## src/rtl/ex_flush_ctrl.sv

```systemverilog
// -----------------------------------------------------------------------------
// ex_flush_ctrl
//
// Purpose:
//   Writeback-stage exception / ERET commit controller. When a valid WB
//   instruction carries an interrupt, an exception flag or an ERET, this block
//   raises the matching commit strobe to CP0 in the same cycle. It kills the
//   front of the pipeline and then holds a redirect request to the fetch stage
//   until fetch accepts it. While the redirect is outstanding, every new WB
//   event is ignored. An event that is still held when the block returns to
//   idle is taken in the first idle cycle.
//
// Parameters:
//   EX_ENTRY        exception handler entry PC
//
// Ports:
//   clk             single clock, rising edge
//   resetn          asynchronous active-low reset
//   wb_valid        WB stage holds a valid instruction
//   wb_pc           PC of the WB instruction
//   wb_bd           branch-delay-slot marker (consumed by CP0 directly)
//   wb_flags        {fetch_adel, ri, ov, sys, bp, data_adel, data_ades}
//   wb_data_addr    faulting load/store address
//   wb_eret         WB instruction is ERET
//   has_int         pending enabled interrupt
//   c0_epc          current EPC from CP0
//   fs_ready        fetch stage accepts a redirect this cycle
//   wb_ex           exception commit strobe (combinational, event cycle)
//   wb_excode       exception code for CP0
//   wb_badvaddr     bad virtual address for CP0
//   eret_flush      ERET commit strobe (combinational, event cycle)
//   flush_pipe      kill IF..MEM instructions
//   redirect_valid  redirect request to fetch
//   redirect_pc     redirect target, stable while redirect_valid is high
// -----------------------------------------------------------------------------
module ex_flush_ctrl #(
    parameter logic [31:0] EX_ENTRY = 32'hbfc00380
) (
    input  logic        clk,
    input  logic        resetn,
    input  logic        wb_valid,
    input  logic [31:0] wb_pc,
    input  logic        wb_bd,
    input  logic [6:0]  wb_flags,
    input  logic [31:0] wb_data_addr,
    input  logic        wb_eret,
    input  logic        has_int,
    input  logic [31:0] c0_epc,
    input  logic        fs_ready,
    output logic        wb_ex,
    output logic [4:0]  wb_excode,
    output logic [31:0] wb_badvaddr,
    output logic        eret_flush,
    output logic        flush_pipe,
    output logic        redirect_valid,
    output logic [31:0] redirect_pc
);

    // Exception codes
    localparam logic [4:0] EXC_INT  = 5'h00;
    localparam logic [4:0] EXC_ADEL = 5'h04;
    localparam logic [4:0] EXC_ADES = 5'h05;
    localparam logic [4:0] EXC_SYS  = 5'h08;
    localparam logic [4:0] EXC_BP   = 5'h09;
    localparam logic [4:0] EXC_RI   = 5'h0a;
    localparam logic [4:0] EXC_OV   = 5'h0c;

    // wb_flags bit positions
    localparam int F_FETCH_ADEL = 6;
    localparam int F_RI         = 5;
    localparam int F_OV         = 4;
    localparam int F_SYS        = 3;
    localparam int F_BP         = 2;
    localparam int F_DATA_ADEL  = 1;
    localparam int F_DATA_ADES  = 0;

    typedef enum logic {
        IDLE     = 1'b0,
        REDIRECT = 1'b1
    } state_t;

    state_t      state;
    logic [31:0] redirect_pc_q;

    logic        accept;      // block can take a new event this cycle
    logic        exc_any;     // interrupt or any exception flag present
    logic        ex_event;
    logic        eret_event;

    // Highest-priority exception code. Interrupt outranks every flag.
    function automatic logic [4:0] pick_excode(input logic       irq,
                                               input logic [6:0] flags);
        logic [4:0] code;
        code = EXC_INT;
        if (irq)                        code = EXC_INT;
        else if (flags[F_FETCH_ADEL])   code = EXC_ADEL;
        else if (flags[F_RI])           code = EXC_RI;
        else if (flags[F_OV])           code = EXC_OV;
        else if (flags[F_SYS])          code = EXC_SYS;
        else if (flags[F_BP])           code = EXC_BP;
        else if (flags[F_DATA_ADEL])    code = EXC_ADEL;
        else if (flags[F_DATA_ADES])    code = EXC_ADES;
        return code;
    endfunction

    // Bad address follows the same priority: the fetch PC for instruction
    // fetch faults, the data address for load/store faults, zero otherwise.
    function automatic logic [31:0] pick_badvaddr(input logic        irq,
                                                  input logic [6:0]  flags,
                                                  input logic [31:0] pc,
                                                  input logic [31:0] daddr);
        logic [31:0] addr;
        addr = 32'h0;
        if (irq)
            addr = 32'h0;
        else if (flags[F_FETCH_ADEL])
            addr = pc;
        else if (flags[F_RI] | flags[F_OV] | flags[F_SYS] | flags[F_BP])
            addr = 32'h0;
        else if (flags[F_DATA_ADEL] | flags[F_DATA_ADES])
            addr = daddr;
        return addr;
    endfunction

    // Event detection. resetn is folded in so that every commit output is
    // already low while reset is held, without waiting for a clock edge.
    always_comb begin
        accept     = resetn && (state == IDLE) && wb_valid;
        exc_any    = has_int || (|wb_flags);
        ex_event   = accept && exc_any;
        eret_event = accept && !exc_any && wb_eret;
    end

    // Commit strobes to CP0 and pipeline kill
    always_comb begin
        wb_ex          = ex_event;
        eret_flush     = eret_event;
        wb_excode      = 5'h0;
        wb_badvaddr    = 32'h0;
        if (ex_event) begin
            wb_excode   = pick_excode(has_int, wb_flags);
            wb_badvaddr = pick_badvaddr(has_int, wb_flags, wb_pc, wb_data_addr);
        end
        redirect_valid = resetn && (state == REDIRECT);
        flush_pipe     = ex_event || eret_event || redirect_valid;
        redirect_pc    = redirect_pc_q;
    end

    // Redirect FSM: target is captured on the event edge and held until the
    // fetch handshake completes.
    always_ff @(posedge clk or negedge resetn) begin
        if (!resetn) begin
            state         <= IDLE;
            redirect_pc_q <= 32'h0;
        end else begin
            case (state)
                IDLE: begin
                    if (ex_event) begin
                        state         <= REDIRECT;
                        redirect_pc_q <= EX_ENTRY;
                    end else if (eret_event) begin
                        state         <= REDIRECT;
                        redirect_pc_q <= c0_epc;
                    end
                end
                REDIRECT: begin
                    if (fs_ready)
                        state <= IDLE;
                end
                default: state <= IDLE;
            endcase
        end
    end

    // wb_bd is consumed by CP0 straight from the WB stage; it is not used here.
    logic unused_bd;
    assign unused_bd = wb_bd;

endmodule

```

## config.mk

```make
export PLATFORM = sky130hd
export DESIGN_NAME = ex_flush_ctrl
export DESIGN_NICKNAME = d
export VERILOG_FILES = /design/src/rtl/ex_flush_ctrl.sv
export SDC_FILE = /design/constraint.sdc
export NUM_CORES = 1
export LEC_CHECK = 0
export BUFFER_PORTS_ARGS = -buffer_cell sky130_fd_sc_hd__buf_2
export CORE_ASPECT_RATIO = 0.9
export CORE_MARGIN = 4
export CORE_UTILIZATION = 40
export CTS_CLUSTER_SIZE = 8
export DETAILED_ROUTE_END_ITERATION = 7
export PLACE_DENSITY = 0.95
export RECOVER_POWER = 100
export SLEW_MARGIN = 10
export SYNTH_ARGS = -nofsm -noshare
export SYNTH_HDL_FRONTEND = slang
export SYNTH_SLANG_ARGS = --single-unit
export TNS_END_PERCENT = 100
```

## constraint.sdc

```tcl
create_clock -name clk -period 2.67 [get_ports clk]
set_input_delay 0.534 -clock clk [delete_from_list [all_inputs] [get_ports clk]]
set_output_delay 0.534 -clock clk [all_outputs]
set_load 0.02 [all_outputs]
```

Word-level counts from Yosys, hierarchy flattened
Cells that the tools add are included.
{"block": "word_totals", "reg_bits": 33, "elab_cells": 40}
{"block": "classes", "n_reduce_logical": 13, "bitwise_logic": 5, "mux": 20}
{"operator": "$mux 32", "count": 7}
{"operator": "$mux 4", "count": 7}
{"operator": "$reduce_or 7->1", "count": 1}
{"operator": "$logic_and 1x1->1", "count": 6}
{"operator": "$mux 3", "count": 2}
{"operator": "$or 1x1->1", "count": 4}
{"operator": "$logic_or 1x1->1", "count": 3}
{"operator": "$mux 1", "count": 3}
{"operator": "$pmux 1 s2", "count": 1}
{"operator": "$reduce_and 2->1", "count": 1}
{"operator": "$reduce_bool 2->1", "count": 1}
{"operator": "$logic_not 1->1", "count": 1}
{"operator": "$not 1->1", "count": 1}

Depth between registers and ports, before layout
{"block": "depth", "ltp_word": 9, "mapped_depth": 6, "mapped_depth_nobuf": 4}

Worst setup path after synthesis
Ideal clock, no wire load.
{"block": "synth_timing", "path_type": "input-to-output", "from": "input port wb_flags[2]", "to": "output port wb_badvaddr[0]", "stages": 5, "slack_ns": 0.429, "arrival_time_ns": 1.707, "path_buffers": 1, "path_cell_list": "nor4_4 > nor3b_4 > buf_6 > a22oi_2 > nor2_1"}
{"block": "synth_between", "elab_chain_cells": 5, "elab_cells_between_ends": 8, "classes_between": "mux: 4; bitwise: 1; reduce/logical: 3"}
{"element": "start, declared", "line": "44", "source": "input logic [6:0] wb_flags,"}
{"element": "$or 1x1->1", "line": "118", "source": "else if (flags[F_RI] | flags[F_OV] | flags[F_SYS] | flags[F_BP])"}
{"element": "$mux 32", "line": "118"}
{"element": "$mux 32", "line": "116", "source": "else if (flags[F_FETCH_ADEL])"}
{"element": "$mux 32", "line": "114", "source": "if (irq)"}
{"element": "$mux 32 *", "line": "140", "source": "if (ex_event) begin"}
{"element": "end, declared", "line": "52", "source": "output logic [31:0] wb_badvaddr,"}
Every way passes the cells marked *; elsewhere a longest branch is shown, timed or not.

Final worst setup path
{"block": "layout_timing", "from": "input port wb_flags[2]", "to": "output port wb_badvaddr[25]"}
The elaborated chain is that of the path after synthesis.

==> impl_metrics.toml <==
[clock_network]
root_buffer = "clkbuf_8"
clk_pin_slew_worst_paths_ns = 0.06
cts_tree = "yes"
cts.path.max_buffers = 2
clkLatencyLatePin_ns = 0.27
cts_made_buffers = 5
post_cts_buffers = 0
ctsHoldBuffers = 0
h-tree-depth = 2
cts_resized = 0
cts.sinks = 33

[drt]
via_per_inst = 5.12
ant_nets = 0
route.detailed.drc = 0
drtIter0Drc = 66
routedWlPerCell_um = 16.2
dr.pass1.iters = 4
num_vias = 2118
routed_wl_mm = 6.73

[logic_synthesis]
synth_compound_area_share_pct = 36.7
yosys_warnings = 0
syn_area_mm2 = 0.00193
synth_top_area_share_pct = 42.8
synthMuxAreaShare_pct = 0
yosys.area.top_type = "dfrtp_1"
synth_fp_nets = 286
yosysSeqAreaShare_pct = 42.8
yosys-top-cells-area = "dfrtp_1 43%, a22oi_2 19%, a22o_1 9.1%"
synthCells = 176
synth_top_family_by_area = "compound AO/OA/AOI/OAI gates"
ys_types = 26
avgSynthCellArea_um2 = 11.0
synth_xor_area_share_pct = 0
synth-simple-area-share_pct = 13.4
synth_adder_area_share_pct = 0
ys_seq_elements = 33

[final_layout]
diodes = 0
instances_no_fill = 414
syn_to_final_growth_pct = 49.7
fin_util_pct = 63.6
fill_cells = 415
final_common_cell = "buf_2"
layout_common_cells = "113 x buf_2, 48 x clkbuf_1, 35 x nor2_1, 33 x dfrtp_1, 30 x a22oi_2"
nets = 461
final-seq-area_um2 = 826
multi_input_area_um2 = 962
drive_above_1_share_pct = 50.9

[placement]
io_buffers = 180
place_inst = 406
place_hpwl_mm = 5.42
gp_congestion = 0.870

[pwr]
total_power_mw = 1.20
power_density_mw_per_mm2 = 414
leakagePower_nw = 1.35
vdd.ir_drop.worst_v = 0.000395

[timing]
rsz0062_at_grt = "no"
fin_crit_sh_pct = 94.6
worst_slew_pin_slew_ns = 0.902
finalHoldViolations = 0
max_freq_mhz = 396
tns_ns = 0
post-route-min-period_ns = 2.53
fin_skew_ns = 0.00342
relSlewSlack_pct = 39.9
drv_slew = 0
finalSetupViolations = 0
hold-worst-slack_ns = 0.418

[floorplan]
io-pin-count = 183
die_height_um = 73.9
core_mm2 = 0.00455
die_area_mm2 = 0.00600
initial_utilization_pct = 42.5
placementRows = 23
fp.dieW_um = 81.2

[setup_path]
required_ns = 2.14
r2r_slack_ns = 0.86
worstReg2RegStart = "state$_DFF_PN0_"
cp-startpoint = "wb_flags[2]"
end_kind = "primary output"
worst-path-max-fanout = 32
setup.worst_path.start_class = "input port"
crit_type = "input port to primary output"
cp_data_arrival_time_ns = 1.99

[min_path]
min_from = "fs_ready"
hold_class = "input port to flop"

[grt]
grt_pass1_vias = 2081
grt_use_total_pct = 21.4
antenna_found_initial = 0
grt_max_degree = 35
grt_pass1_wl_mm = 9.83
grt.overflow.total = 0

[run_status]
outcome = "finished, final reports clean"

[flow_run]
max_cap_viol_count = 0
-- state kept, by name, summed over array words and instances (netlist names) --
| signal | cells |
|---|---|
| redirect_pc | 32 |
| state | 1 |
-- routing by layer --
layer	up-vias	global-route usage [%]	part of all wire, %	wire, um
met4	0	6.94	1.8	120
met1	1002	23.7	39	2610
met3	14	6.74	6.8	460
li1	1012	-	-	-
met2	90	38.7	53	3540
met5	-	0	0	0
-- logic make-up after synthesis --
logic type	count (synthesis)
buffers and inverters	21
DFF	33
and+or+nand+nor	51
other	1
AOI/OAI and AO/OA	70
-- final timing paths --
kind,to,depth (start not counted)
setup / recovery,wb_badvaddr[25],7
setup reg to reg,redirect_pc[4]$_DFFE_PN0P_,5
hold / removal,state$_DFF_PN0_,2
min in group asynchronous,redirect_pc[9]$_DFFE_PN0P_,2
hold reg to reg,redirect_pc[21]$_DFFE_PN0P_,1
max in group asynchronous,redirect_pc[2]$_DFFE_PN0P_,2
-- synth_stat cells --
| cell type | count |
|---|---|
| conb_1 | 1 |
| nand2b_1 | 2 |
| nor2_1 | 35 |
| buf_2 | 7 |
| and3_1 | 4 |
| buf_4 | 2 |
| o21bai_1 | 1 |
| dfrtp_1 | 33 |
| o22a_1 | 12 |
| o21a_1 | 1 |
| a21oi_1 | 2 |
| a22oi_2 | 30 |
| nand3_1 | 3 |
| a22oi_1 | 2 |
| and3_4 | 1 |
| nor3_1 | 1 |
| nor4_4 | 1 |
| clkbuf_1 | 4 |
| nor3b_4 | 1 |
| a22o_1 | 20 |
| nor4_1 | 2 |
| o21ai_2 | 1 |
| and2_1 | 1 |
| o21ai_1 | 1 |
| inv_1 | 3 |
| buf_6 | 5 |
-- where the power goes --
part           internal [mW]  switching, mW  leakage (nW)
Combinational          0.103          0.119         0.896
Clock                  0.304          0.167        0.0585
Sequential             0.503        0.00131         0.397
-- per-stage QoR --
stage	setup WS, ns	cell area, um2
after floorplan	0.429	1930
after global placement	0.234	2850
after detailed placement	0.209	2850
after CTS	0.200	2960
after global routing	0.0377	2890
final	0.144	2890
-- critical path, cell delays in order --
cell and delay (ns):
clkbuf_1 0.12, nor4_4 0.34, nor3b_2 0.29, buf_12 0.26
a22oi_2 0.07, nor2_1 0.11, clkbuf_1 0.25
-- final cells by class --
class	instances	area share [%]
multi-input cells	122	33.3
repair buffers	186	31.0
flip-flops and latches	33	28.6
clock buffers	7	2.99
well taps	62	2.68
clock inverters	1	1.04
inverters	3	0.390
No activity file was read; power rests on OpenSTA's default activity.
